[src/rtl/branch_resolve_unit.sv]
// Branch resolution: tracks fetched predictions in an in-order FIFO, checks them
// against EX outcomes, and drives BHT training, fetch redirect and perf counters.
module branch_resolve_unit #(
    parameter int DEPTH   = 4,
    parameter int COUNT_W = 32
) (
    input  logic               clk,
    input  logic               rst,
    input  logic               i_fetch_valid,
    input  logic [31:0]        i_fetch_pc,
    input  logic               i_fetch_pred_taken,
    input  logic [31:0]        i_fetch_pred_target,
    output logic               o_fetch_ready,
    input  logic               i_ex_valid,
    input  logic [31:0]        i_ex_pc,
    input  logic               i_ex_is_branch,
    input  logic               i_ex_taken,
    input  logic [31:0]        i_ex_target,
    output logic               o_upd_valid,
    output logic [31:0]        o_upd_pc,
    output logic               o_upd_taken,
    output logic               o_redirect,
    output logic [31:0]        o_redirect_pc,
    output logic [COUNT_W-1:0] o_branch_count,
    output logic [COUNT_W-1:0] o_mispredict_count,
    output logic               o_sync_error
);
    localparam int PTR_W = $clog2(DEPTH);
    localparam int CNT_W = PTR_W + 1;

    logic [31:0]      pc_mem_r     [DEPTH];
    logic             taken_mem_r  [DEPTH];
    logic [31:0]      target_mem_r [DEPTH];
    logic [PTR_W-1:0] wr_ptr_r;
    logic [PTR_W-1:0] rd_ptr_r;
    logic [CNT_W-1:0] count_r;

    logic        full_s;
    logic        empty_s;
    logic        push_s;
    logic        pop_s;
    logic        head_taken_s;
    logic [31:0] head_target_s;
    logic [31:0] head_pc_s;
    logic        mispredict_s;
    logic        sync_err_s;
    logic [31:0] corr_pc_s;

    assign full_s        = (count_r == CNT_W'(DEPTH));
    assign empty_s       = (count_r == {CNT_W{1'b0}});
    assign o_fetch_ready = !full_s && !o_redirect;
    assign push_s        = i_fetch_valid && o_fetch_ready;
    // EX traffic seen while a redirect is on the bus belongs to the wrong path.
    assign pop_s         = i_ex_valid && !empty_s && !o_redirect;

    assign head_pc_s     = pc_mem_r[rd_ptr_r];
    assign head_taken_s  = taken_mem_r[rd_ptr_r];
    assign head_target_s = target_mem_r[rd_ptr_r];
    assign corr_pc_s     = (i_ex_is_branch && i_ex_taken) ? i_ex_target : (i_ex_pc + 32'd4);

    // Prediction check against the head entry and tracking-consistency check.
    always_comb begin
        mispredict_s = 1'b0;
        sync_err_s   = 1'b0;
        if (pop_s) begin
            if (i_ex_is_branch) begin
                mispredict_s = (i_ex_taken != head_taken_s) ||
                               (i_ex_taken && (i_ex_target != head_target_s));
            end else begin
                mispredict_s = head_taken_s;
            end
            sync_err_s = (head_pc_s != i_ex_pc);
        end else begin
            sync_err_s = i_ex_valid && !o_redirect && empty_s;
        end
    end

    // Tracking storage; contents are only meaningful between the pointers.
    always_ff @(posedge clk) begin
        if (push_s) begin
            pc_mem_r[wr_ptr_r]     <= i_fetch_pc;
            taken_mem_r[wr_ptr_r]  <= i_fetch_pred_taken;
            target_mem_r[wr_ptr_r] <= i_fetch_pred_target;
        end
    end

    // Pointer/occupancy update; a mispredict flushes everything including this cycle's push.
    always_ff @(posedge clk) begin
        if (rst || mispredict_s) begin
            wr_ptr_r <= {PTR_W{1'b0}};
            rd_ptr_r <= {PTR_W{1'b0}};
            count_r  <= {CNT_W{1'b0}};
        end else begin
            if (push_s) begin
                wr_ptr_r <= wr_ptr_r + PTR_W'(1);
            end
            if (pop_s) begin
                rd_ptr_r <= rd_ptr_r + PTR_W'(1);
            end
            count_r <= count_r + CNT_W'(push_s) - CNT_W'(pop_s);
        end
    end

    // Registered resolution outputs; data fields hold while their strobe is low.
    always_ff @(posedge clk) begin
        if (rst) begin
            o_upd_valid        <= 1'b0;
            o_upd_pc           <= 32'd0;
            o_upd_taken        <= 1'b0;
            o_redirect         <= 1'b0;
            o_redirect_pc      <= 32'd0;
            o_branch_count     <= {COUNT_W{1'b0}};
            o_mispredict_count <= {COUNT_W{1'b0}};
            o_sync_error       <= 1'b0;
        end else begin
            o_upd_valid <= pop_s && i_ex_is_branch;
            o_redirect  <= mispredict_s;
            if (pop_s && i_ex_is_branch) begin
                o_upd_pc    <= i_ex_pc;
                o_upd_taken <= i_ex_taken;
                if (o_branch_count != {COUNT_W{1'b1}}) begin
                    o_branch_count <= o_branch_count + COUNT_W'(1);
                end
            end
            if (mispredict_s) begin
                o_redirect_pc <= corr_pc_s;
                if (o_mispredict_count != {COUNT_W{1'b1}}) begin
                    o_mispredict_count <= o_mispredict_count + COUNT_W'(1);
                end
            end
            if (sync_err_s) begin
                o_sync_error <= 1'b1;
            end
        end
    end
endmodule

[config.mk]
export PLATFORM = sky130hd
export DESIGN_NAME = branch_resolve_unit
export DESIGN_NICKNAME = d
export VERILOG_FILES = /design/src/rtl/branch_resolve_unit.sv
export SDC_FILE = /design/constraint.sdc
export NUM_CORES = 1
export LEC_CHECK = 0
export CAP_MARGIN = 20
export CORE_MARGIN = 2
export CORE_UTILIZATION = 40
export CTS_CLUSTER_DIAMETER = 200
export CTS_CLUSTER_SIZE = 8
export DETAILED_ROUTE_END_ITERATION = 7
export SLEW_MARGIN = 20
export SYNTH_ARGS = -nofsm -noshare
export SYNTH_HDL_FRONTEND = slang
export SYNTH_SLANG_ARGS = --single-unit
export TNS_END_PERCENT = 50
[constraint.sdc]
create_clock -name clk -period 3.2 [get_ports clk]
set_clock_uncertainty 0.05 [all_clocks]
set_input_delay 0.32 -clock clk [delete_from_list [all_inputs] [get_ports clk]]
set_output_delay 0.32 -clock clk [all_outputs]
set_load 0.1 [all_outputs]
# After elaboration in Yosys (flattened, before gate mapping)
# Memory sizes are Yosys's and may differ from the RTL's. A register that Yosys moved wholly into a read port is not among the register bits.
# Cells that the tools add are included.
dict set report classes {
  eq_ne 6
  n_addsub 7
  muxes 12
  n_reduce_logical 17
}
# op count
set ops {}
lappend ops {{adder 32 x 1 -> 32 bit, second input constant} 2}
lappend ops {{!= test 32 bit} 2}
lappend ops {{!= test 32 bit, second input constant} 2}
lappend ops {{adder 32 x 3 -> 32 bit, second input constant} 1}
lappend ops {{two-way mux 32 bit} 1}
lappend ops {{two-way mux 2 bit} 6}
lappend ops {{logical AND 1 bit} 9}
lappend ops {{two-way mux 1 bit} 5}
lappend ops {{adder 2 x 1 -> 2 bit, second input constant} 2}
lappend ops {{AND reduction 2 bit} 2}
lappend ops {{adder 3 x 1 -> 3 bit} 1}
lappend ops {{== test 3 bit, second input constant} 1}
lappend ops {{logical NOT 1 bit} 3}
lappend ops {{logical NOT 3 bit} 1}
lappend ops {{subtractor 3 x 1 -> 3 bit} 1}
lappend ops {{logical OR 1 bit} 2}
lappend ops {{!= test 1 bit} 1}
dict set report totals {
  ramBits 260
  input_bits 135
  regBits 139
  n_memories 3
  out_inout_bits 133
}
# name depth width rd rd_ports_with_merged_regs write_ports line
set mem_list {}
lappend mem_list {pc_mem_r 4 32 1 1 1 31} ;# logic [31:0] pc_mem_r [DEPTH];
lappend mem_list {target_mem_r 4 32 1 1 1 33} ;# logic [31:0] target_mem_r [DEPTH];
lappend mem_list {taken_mem_r 4 1 1 1 1 32} ;# logic taken_mem_r [DEPTH];

# Depth between registers and ports, before layout
# Gate-level depths: netlist of run 1.
dict set report logic_depth {
  ltp_word 7
  ltp_mapped 14
  mapped_depth_nobuf 11
}

# Worst setup path after synthesis of run 1
# Ideal clock, no wire load.
dict set report synth_timing {
  path_kind {register to register}
  start {reg o_redirect}
  end {mem pc_mem_r[0][0], enable pin}
  path_slack_ns -1.435
  arrival_time_ns 4.155
  required_time_ns 2.720
  stages_incl_launch_ff 3
  period_less_slack_ns 4.635
  path_cell_list {dfxtp_1 > a21oi_1 > and3_1}
}
dict set report synth_via {
  elab_chain_len 5
}
# element line
set synth_rtl {}
lappend synth_rtl {{from (decl)} 22} ;# output logic o_redirect,
lappend synth_rtl {{from (signal assigned)} 117} ;# o_redirect <= mispredict_s;
lappend synth_rtl {{logical NOT 1 bit} 51} ;# assign o_fetch_ready = !full_s && !o_redirect;
lappend synth_rtl {{logical AND 1 bit} 51}
lappend synth_rtl {{via o_fetch_ready} 13} ;# output logic o_fetch_ready,
lappend synth_rtl {{logical AND 1 bit} 52} ;# assign push_s = i_fetch_valid && o_fetch_ready;
lappend synth_rtl {{two-way mux 1 bit} 80} ;# if (push_s) begin
lappend synth_rtl {{two-way mux 1 bit (implied by the code)} 81} ;# pc_mem_r[wr_ptr_r] <= i_fetch_pc;
lappend synth_rtl {{to (decl)} 31}
# The timed path passes the listed nets, and every way through them passes these cells.

==> flow_metrics.tcl, run 1 <==
set metrics [dict create \
    synth.avg_cell_area_um2 12.97 \
    grt_overflow 0 \
    hold_violations 0 \
    firstDrtPassIters 5 \
    setup_tns_ns 0 \
    final-setup-viol-count 0 \
    grt_start_max_net_pins 142 \
    slew_headroom_pct 31.67 \
    critPathKind "reg2reg" \
    fmax_ghz 0.3307 \
    ys_seq_area_share_pct 61.40 \
    wl_mm 49.10 \
    n_fill_cell 3710 \
    syn_area_um2 17310 \
    fin_crit_ns 3.024 \
    worst-slew-pin-transition_ns 1.022 \
    dieArea_um2 44960 \
    slew_violations 0 \
    initialDrtViolationCount 1167 \
    hold_path_class "in2reg" \
    cts_tree "yes" \
    cts_root_buf "clkbuf_16" \
    synth_area_leaders "edfxtp_1 (45%), dfxtp_1 (16%), mux4_2 (7.3%), xnor2_1 (4.2%), nand2_1 (2.3%)" \
    critPathSlowestCell "dfxtp_4" \
    hold_buffers 0 \
    yosys.area.top_type "edfxtp_1" \
    grt_usage_pct 21.75 \
    syn_nets 1480 \
    io_buffer_count 267 \
    via_per_inst 5.345 \
    synthTopCellsByCount "edfxtp_1 (260), dfxtp_1 (141), nand2_1 (108), nor2_1 (85), xnor2_1 (83)" \
    p_leak_uw 0.007282 \
    grt_setup_unrepaired "no" \
    grt_pass1_wl_mm 72.34 \
    met3_length_mm 3.474 \
    stdcell_count 2269 \
    drc_errors 0 \
    crit_top_cell "buf_12" \
    clk_pin_slew_ns 0.05 \
    worstPathRequired_ns 3.61 \
    start_util_pct 40.37 \
    synthDominantCellAreaShare_pct 45.10 \
    ant_nets 0 \
    synth.most_common_cell "edfxtp_1" \
    vias 12128 \
    synth-seq-cells 401 \
    ios 268 \
    m1WireLength_mm 20.54 \
    power.density_nw_per_um2 722.4 \
    placed_area_um2 20800 \
    period_share_pct 94.49 \
    seq_area_um2 10640 \
    wire_per_inst_um 21.64 \
    yosysWarnings 0 \
    start_kind "flop" \
    irDropWorstVdd_mv 0.4184 \
    antenna_found_initial 6 \
    insertion_delay_ns 0.59 \
    hp-start "rst" \
    cp_max_fo 55 \
    path_cells "buf_12, mux4_2, xnor2_1, nand4_1, nor2_1, and4_2, buf_12, nor3_1, mux2_1" \
    cts_buffers 56 \
    synth_edf_count 260 \
    dpl.hpwl_mm 34.43 \
    dp.cells 2167 \
    num_rows 76 \
    die_y_um 212.0 \
    final_net_count 1786 \
    fin_area_um2 22420 \
    end_kind "flop" \
    h-tree-depth 2 \
    ys.flop_type "edfxtp_1" \
    async_flop_share_pct 0 \
    syn_to_final_growth_pct 29.50 \
    synthCells 1335 \
    max_stage_delay_ns 0.51 \
    core_um2 42890 \
    top_layer "met5" \
    drv_cap 0 \
    utilization_pct 52.28 \
    layout-drive-gt1-share_pct 13.32 \
    arrival_ns 3.43 \
    gp_congestion 0.8373 \
    grt_pass1_vias 11881 \
    clkSinkCount 401 \
    met2WireLength_mm 23.54 \
    multi_input_area_um2 6225 \
    ys_types 58 \
    die_w_um 212.0 \
    status "completed" \
    clock_path_buffers 3 \
]
==> path summary, 6_finish.rpt <==
path / slack [ns] / cells past startpoint / end
setup / recovery: 0.18 / 9 / o_mispredict_count[26]$_SDFFE_PP0P_
hold reg to reg: 0.40 / 2 / o_upd_taken$_SDFFE_PP0P_
setup reg to reg: 0.18 / 9 / o_mispredict_count[26]$_SDFFE_PP0P_
hold / removal: 0.32 / 2 / o_branch_count[6]$_SDFFE_PP0P_
==> area by class of cell <==
cell class	instances	share of cell area (%)
flip-flops and latches	401	47.45
multi-input cells	840	27.76
repair buffers	327	14.18
clock buffers	96	6.920
well taps	585	3.265
inverters	15	0.2511
clock inverters	3	0.1507
diodes	2	0.02232
==> layout by cell type (no fill, tap or decap), types with 3 or more instances in the layout <==
| cell type | netlist | routed |
|---|---|---|
| nor3_1 | 32 | 32 |
| nand4_1 | 39 | 39 |
| clkbuf_16 | 0 | 56 |
| buf_4 | 3 | 77 |
| nand2_1 | 108 | 107 |
| and2_1 | 8 | 8 |
| buf_12 | 0 | 8 |
| and3_1 | 17 | 13 |
| a311oi_1 | 3 | 3 |
| mux2i_1 | 40 | 40 |
| o21ai_0 | 44 | 42 |
| o31ai_1 | 7 | 7 |
| nor4_1 | 8 | 8 |
| clkdlybuf4s50_1 | 0 | 240 |
| ha_1 | 9 | 9 |
| mux4_2 | 56 | 56 |
| and4_1 | 15 | 14 |
| nand3b_1 | 3 | 3 |
| nor2b_1 | 14 | 14 |
| a211o_1 | 14 | 14 |
| dfxtp_1 | 141 | 139 |
| a211oi_1 | 10 | 10 |
| mux2_1 | 7 | 7 |
| a21oi_1 | 67 | 66 |
| or4_1 | 10 | 10 |
| or3_1 | 24 | 24 |
| xor2_1 | 28 | 28 |
| inv_1 | 14 | 14 |
| xnor2_1 | 83 | 83 |
| nand2b_1 | 32 | 32 |
| nand3_1 | 48 | 48 |
| clkbuf_1 | 52 | 40 |
| nor2_1 | 85 | 84 |
| and3_2 | 1 | 5 |
| edfxtp_1 | 260 | 260 |
==> critical path, delay by kind of cell (launching register included) <==
kind,cells,cell delay (ns)
muxes,2,0.85
and+or+nand+nor,4,0.84
DFF,1,0.51
buffers and inverters,2,0.43
xor gates and xnor gates,1,0.16
==> kinds of logic after synthesis <==
logic type	after synthesis	synth area share, %
adder cells (fa/ha/maj)	10	0.7661
XOR/XNOR	111	5.615
AO/OA/AOI/OAI	162	5.731
flip-flops	401	61.40
AND/OR/NAND/NOR	450	13.33
multiplexers	107	10.36
buffers and inverters	94	2.804
==> per-stage QoR <==
step                      power, µW  setup WS (ns)  hold WS (ns)
after CTS                     16370       -0.01302        0.2792
after global placement        10940        0.05149        0.3935
after global routing          16890       0.005953        0.2980
final                         16200         0.1764        0.3160
after detailed placement      10980       -0.01741        0.3965
after floorplan                9634        -0.1270        0.3689
==> flip-flops by register name, indices dropped and copies added (netlist names), 2 cells and up, named ones only <==
signal	count
rd_ptr_r	2
o_redirect_pc	32
o_upd_pc	32
wr_ptr_r	2
o_branch_count	32
taken_mem_r	4
pc_mem_r	128
target_mem_r	128
o_mispredict_count	32
count_r	3
==> power breakdown <==
part,internal [µW],switching (µW),total (µW)
clock network,3240,2100,5340
registers,6220,284,6500
logic,1640,2720,4360
==> repair_timing <==
action | in CTS | in global routing
endpoints found under the hold margin | 0 | 0
buffers inserted | 0 | 0
pin swaps | 0 | 1
gates resized for setup | 2 | 1
endpoints found under the setup margin | 3 | 11
==> layer usage <==
layer	vias up	GRT usage, %
met4	8	8.014
met3	92	4.845
met1	6010	28.35
met2	412	35.66
li1	5606	-
met5	-	0
Note: power is estimated with default switching activity, not from simulation.
==> run 2, diff against run 1 <==
--- a/config.mk
+++ b/config.mk
@@ -8,7 +8,7 @@
 export CAP_MARGIN = 20
 export CORE_MARGIN = 2
 export CORE_UTILIZATION = 40
-export CTS_CLUSTER_DIAMETER = 200
+export CTS_CLUSTER_DIAMETER = 30
 export CTS_CLUSTER_SIZE = 8
 export DETAILED_ROUTE_END_ITERATION = 7
 export SLEW_MARGIN = 20
==> constraint.sdc (replaced) <==
create_clock -name clk -period 3.4 [get_ports clk]
set_clock_uncertainty 0.05 [all_clocks]
set_input_delay 0.34 -clock clk [delete_from_list [all_inputs] [get_ports clk]]
set_output_delay 0.34 -clock clk [all_outputs]
set_load 0.1 [all_outputs]
==> run 2 against run 1 <==
  * Wire length up 2.6%
  * Global-route usage grew 0.60 points
  * First-iteration DRC count grew 3.3%
  * Via count up 2.3%
  * Power up 23%
  * Utilization rose by 4.5 points
  * Critical path type unchanged
  * Clock power up 80%
  * Fmax decreased by 5.1%
  * Design area up 8.5%
  * Die area did not move
==> flow_metrics.tcl, run 2 (synthesis results as in run 1) <==
set metrics [dict create \
    reg_top3 "pc_mem_r: 128 flops, target_mem_r: 128 flops" \
    p_leak_uw 0.008186 \
    ios 268 \
    cp_max_fo 30 \
    worst-slew-pin-transition_ns 1.095 \
    place_ws_ns 0.1302 \
    start_kind "flop" \
    slew_headroom_pct 26.74 \
    period_share_pct 93.70 \
    arrival_ns 3.60 \
    power.density_nw_per_um2 816.4 \
    grt_start_max_net_pins 89 \
    seq_area_um2 10640 \
    end_kind "flop" \
    whs_path_depth 2 \
    multi_input_area_um2 6216 \
    vias 12404 \
    dieArea_um2 44960 \
    cts_buffers 95 \
    clk_pin_slew_ns 0.04 \
    initialDrtViolationCount 1205 \
    rr_endpoint "o_mispredict_count[5]$_SDFFE_PP0P_" \
    die_y_um 212.0 \
    core_um2 42890 \
    num_rows 76 \
    postCtsSetupRepairBufs 0 \
    final_net_count 1829 \
    drv_cap 0 \
    grt_pass1_vias 12125 \
    slew_violations 0 \
    cts_resized 0 \
    stdcell_count 2351 \
    io_buffer_count 267 \
    clock_path_buffers 3 \
    clkSinkCount 401 \
    layout-drive-gt1-share_pct 17.29 \
    hold_buffers 0 \
    grt_overflow 0 \
    gp_congestion 0.8298 \
    irDropWorstVdd_mv 0.5461 \
    ant_nets 0 \
    drc_errors 0 \
    start_util_pct 40.37 \
    rrSetupSlack_ns 0.21 \
    wl_mm 50.39 \
    fin_crit_ns 3.186 \
    firstDrtPassIters 5 \
    crit_end "o_mispredict_count[5]$_SDFFE_PP0P_" \
    grt_usage_pct 22.35 \
    grt_setup_unrepaired "no" \
    layout_common_cells "clkdlybuf4s50_1 (265), edfxtp_1 (260), dfxtp_1 (139), nand2_1 (107), clkbuf_16 (101)" \
    fmax_ghz 0.3139 \
    insertion_delay_ns 0.61 \
    utilization_pct 56.74 \
    worst_slack_ns 0.2143 \
    antenna_found_initial 2 \
    h-tree-depth 3 \
    final_common_cell "clkdlybuf4s50_1" \
    critPathKind "reg2reg" \
    grt_pass1_wl_mm 74.50 \
    worstPathRequired_ns 3.82 \
    status "completed" \
    final-setup-viol-count 0 \
    syn_to_final_growth_pct 40.54 \
    via_per_inst 5.276 \
    dpl.hpwl_mm 34.21 \
    die_w_um 212.0 \
    cts_root_buf "clkbuf_16" \
    hold_path_class "in2reg" \
    reg2regPathDepth 9 \
    cts_tree "yes" \
    holdWs_ns 0.1990 \
    wire_per_inst_um 21.43 \
    finalPower_uw 19860 \
    dp.cells 2171 \
    hold_violations 0 \
    n_fill_cell 3502 \
]
run 2: routing by layer:
layer	global-route usage (%)	vias to the layer above	part of all wire, %
li1	-	5725	-
met1	29.82	6130	43
met2	35.77	461	47
met3	5.037	86	6.9
met4	8.281	2	2.6
met5	0	-	0.026
run 2: area by class of cell:
type                    count  area share (%)
diodes                      2         0.02057
inverters                  15          0.2314
flip-flops and latches    401           43.72
repair buffers            331           13.26
clock buffers             124           11.15
clock inverters            53           3.060
multi-input cells         840           25.55
well taps                 585           3.008
run 2: how the worst min path moves through the flow:
stage	start	end
6_report	rst	o_mispredict_count[4]$_SDFFE_PP0P_
5_1_grt	rst	o_mispredict_count[4]$_SDFFE_PP0P_
4_1_cts	rst	o_mispredict_count[13]$_SDFFE_PP0P_
3_5_place_dp	o_upd_pc[21]$_SDFFE_PP0P_	o_upd_pc[21]$_SDFFE_PP0P_
3_3_place_gp	o_upd_pc[19]$_SDFFE_PP0P_	o_upd_pc[19]$_SDFFE_PP0P_
2_1_floorplan	i_fetch_pc[0]	pc_mem_r[0][0]$_DFFE_PP_
run 2: worst max-delay path, stage by stage, from the launching register on:
cell     delay, ns
dfxtp_4       0.52
buf_4         0.22
mux4_2        0.52
xnor2_1       0.16
nand4_1       0.19
nor3_1        0.29
and4_1        0.35
buf_4         0.33
nor3_1        0.10
mux2_1        0.32
run 2: per-stage QoR:
step / setup TNS (ns) / cell area [µm²]
detailed placement: 0 / 20850
floorplan: -0.04137 / 17320
global route: 0 / 24330
global placement: 0 / 20850
finish: 0 / 24330
CTS: 0 / 24310
run 2: report_power, final:
group	switching, µW	total (µW)	internal (µW)
clock	2820	9620	6800
combinational	2560	4110	1550
sequential	270	6130	5860
total	5650	19900	14200
==> run 3, diff against run 2 <==
--- a/config.mk
+++ b/config.mk
@@ -6,6 +6,7 @@
 export NUM_CORES = 1
 export LEC_CHECK = 0
 export CAP_MARGIN = 20
+export CORE_ASPECT_RATIO = 1.2
 export CORE_MARGIN = 2
 export CORE_UTILIZATION = 40
 export CTS_CLUSTER_DIAMETER = 30
==> run 3 against run 2 <==
  * Sequential cell count is the same
  * Combinational power shrank 1%
  * Non-clock buffer count shrank 9
  * Critical endpoint is now o_mispredict_count[25]$_SDFFE_PP0P_
  * Largest power group unchanged
==> flow_metrics.tcl, run 3 (synthesis results as in run 1) <==
set metrics [dict create \
    status "completed" \
    h-tree-depth 3 \
    start_util_pct 40.46 \
    dpl.hpwl_mm 33.75 \
    whs_path_depth 2 \
    grt_pass1_vias 12162 \
    fin_area_um2 23630 \
    wl_mm 49.61 \
    clkSinkCount 401 \
    cp_max_fo 32 \
    final_common_cell "clkdlybuf4s50_1" \
    hold_path_end "o_mispredict_count[4]$_SDFFE_PP0P_" \
    worstPathRequired_ns 3.87 \
    drv_cap 0 \
    num_rows 83 \
    gp_congestion 0.8174 \
    drc_errors 0 \
    intPower_uw 12860 \
    fin_crit_ns 3.116 \
    layout_common_cells "clkdlybuf4s50_1 (264), edfxtp_1 (260), dfxtp_1 (139), nand2_1 (107)" \
    wire_per_inst_um 21.75 \
    cts_tree "yes" \
    vias 12211 \
    clock_path_buffers 3 \
    worst-slew-pin-transition_ns 1.102 \
    end_kind "flop" \
    holdWs_ns 0.2767 \
    insertion_delay_ns 0.60 \
    period_share_pct 91.65 \
    arrival_ns 3.58 \
    die_y_um 231.9 \
    grt_pass1_wl_mm 74.09 \
    ant_nets 0 \
    setup_tns_ns 0 \
    core_um2 42790 \
    cts_buffers 83 \
    slew_violations 0 \
    fmax_ghz 0.3209 \
    pwr-share-clk_pct 44.3 \
    utilization_pct 55.23 \
    syn_to_final_growth_pct 36.48 \
    placed_area_um2 20730 \
    grt_usage_pct 21.78 \
    die_w_um 193.9 \
    firstDrtPassIters 5 \
    hp-start "rst" \
    clk_pin_slew_ns 0.05 \
    io_buffer_count 267 \
    grt_start_max_net_pins 126 \
    netSwitchingFraction_pct 29.71 \
    rrSetupSlack_ns 0.28 \
    grt_overflow 0 \
    grt_setup_unrepaired "no" \
    critPathKind "reg2reg" \
    hold_violations 0 \
    final_net_count 1808 \
    final-setup-viol-count 0 \
    ios 268 \
    reg2regPathDepth 11 \
    finalPower_uw 18300 \
    cts_resized 0 \
    slew_headroom_pct 26.29 \
    rr_endpoint "o_mispredict_count[25]$_SDFFE_PP0P_" \
    initialDrtViolationCount 687 \
    reg_top3 "pc_mem_r: 128 flops, target_mem_r: 128 flops" \
    irDropWorstVdd_mv 0.5690 \
    cts_root_buf "clkbuf_16" \
    layout-drive-gt1-share_pct 15.51 \
    p_seq_share_pct 33.5 \
    via_per_inst 5.353 \
    hold_buffers 0 \
    dieArea_um2 44970 \
    antenna_found_initial 2 \
    hold_path_class "in2reg" \
    p_leak_uw 0.007835 \
    power.density_nw_per_um2 774.3 \
    combPwrFrac_pct 22.2 \
    start_kind "flop" \
    p_switching_uw 5436 \
]
## run 3: cell types whose count changed in the layout (fill, tap and decap cells not counted), sizes merged
cell | before | now
buf | 66 | 58
clkdlybuf4s50 | 265 | 264
inv | 19 | 18
clkbuf | 124 | 107
bufinv | 16 | 10
clkinvlp | 5 | 6
diode | 2 | 1
clkinv | 28 | 24
## run 3: power by group through the flow
stage / combinational [µW] / sequential [µW] / clock (µW)
after floorplan: 2090 / 6970 / 0
after global placement: 3990 / 6230 / 0
after detailed placement: 4010 / 6250 / 0
after CTS: 4020 / 6170 / 8220
after global routing: 4320 / 6180 / 8480
final: 4060 / 6130 / 8100
## run 3: how the worst max path moves through the flow
| stage | start | end | slack [ns] | depth (start not counted) |
|---|---|---|---|---|
| 4_1_cts | flop | o_redirect_pc[5]$_SDFFE_PP0P_ | 0.04 | 8 |
| 3_3_place_gp | flop | o_redirect_pc[1]$_SDFFE_PP0P_ | 0.13 | 8 |
| 5_1_grt | flop | o_mispredict_count[18]$_SDFFE_PP0P_ | 0.09 | 11 |
| 2_1_floorplan | o_redirect$_SDFF_PP0_ | count_r[2]$_SDFF_PP0_ | -0.04 | 10 |
| 3_5_place_dp | flop | o_redirect_pc[5]$_SDFFE_PP0P_ | 0.02 | 8 |
| 6_report | flop | o_mispredict_count[25]$_SDFFE_PP0P_ | 0.28 | 11 |
## run 3: layout make-up
cell class | instances | area, µm²
tap | 552 | 690.7
inverter | 15 | 56.30
multi-input combinational | 840 | 6216
sequential | 401 | 10640
clock buffer | 107 | 2278
timing repair buffer | 322 | 3177
antenna | 1 | 2.502
fill | 3588 | 19160
clock inverter | 43 | 570.5
## run 3: through the flow
step                std cells  setup WS [ns]
finish                   2281         0.2838
global route             2281        0.09148
CTS                      2278        0.04444
detailed placement       2128        0.02385
global placement         2128         0.1273
floorplan                1335       -0.04137
## run 3: critical path, stage by stage, from the launching register on
cell and delay (ns):
dfxtp_4 0.56, buf_12 0.22, mux4_2 0.53, xnor2_1 0.14, nand4_1 0.09, nor2_1 0.07
buf_4 0.14, and4_1 0.20, buf_4 0.21, buf_12 0.17, or4_1 0.46, a21oi_1 0.16
## run 3: repair_timing
| item | 4_1_cts | 5_1_grt |
|---|---|---|
| buffers inserted | 0 | 1 |
| setup endpoints to repair | 0 | 16 |
| endpoints found under the hold margin | 0 | 0 |
## run 3: per-layer routing
layer	track usage [%]	vias up	part of all wire [%]
met5	0	-	0
met1	27.00	6047	42
li1	-	5677	-
met3	4.532	92	6.0
met2	37.49	395	50
met4	8.357	0	2.8
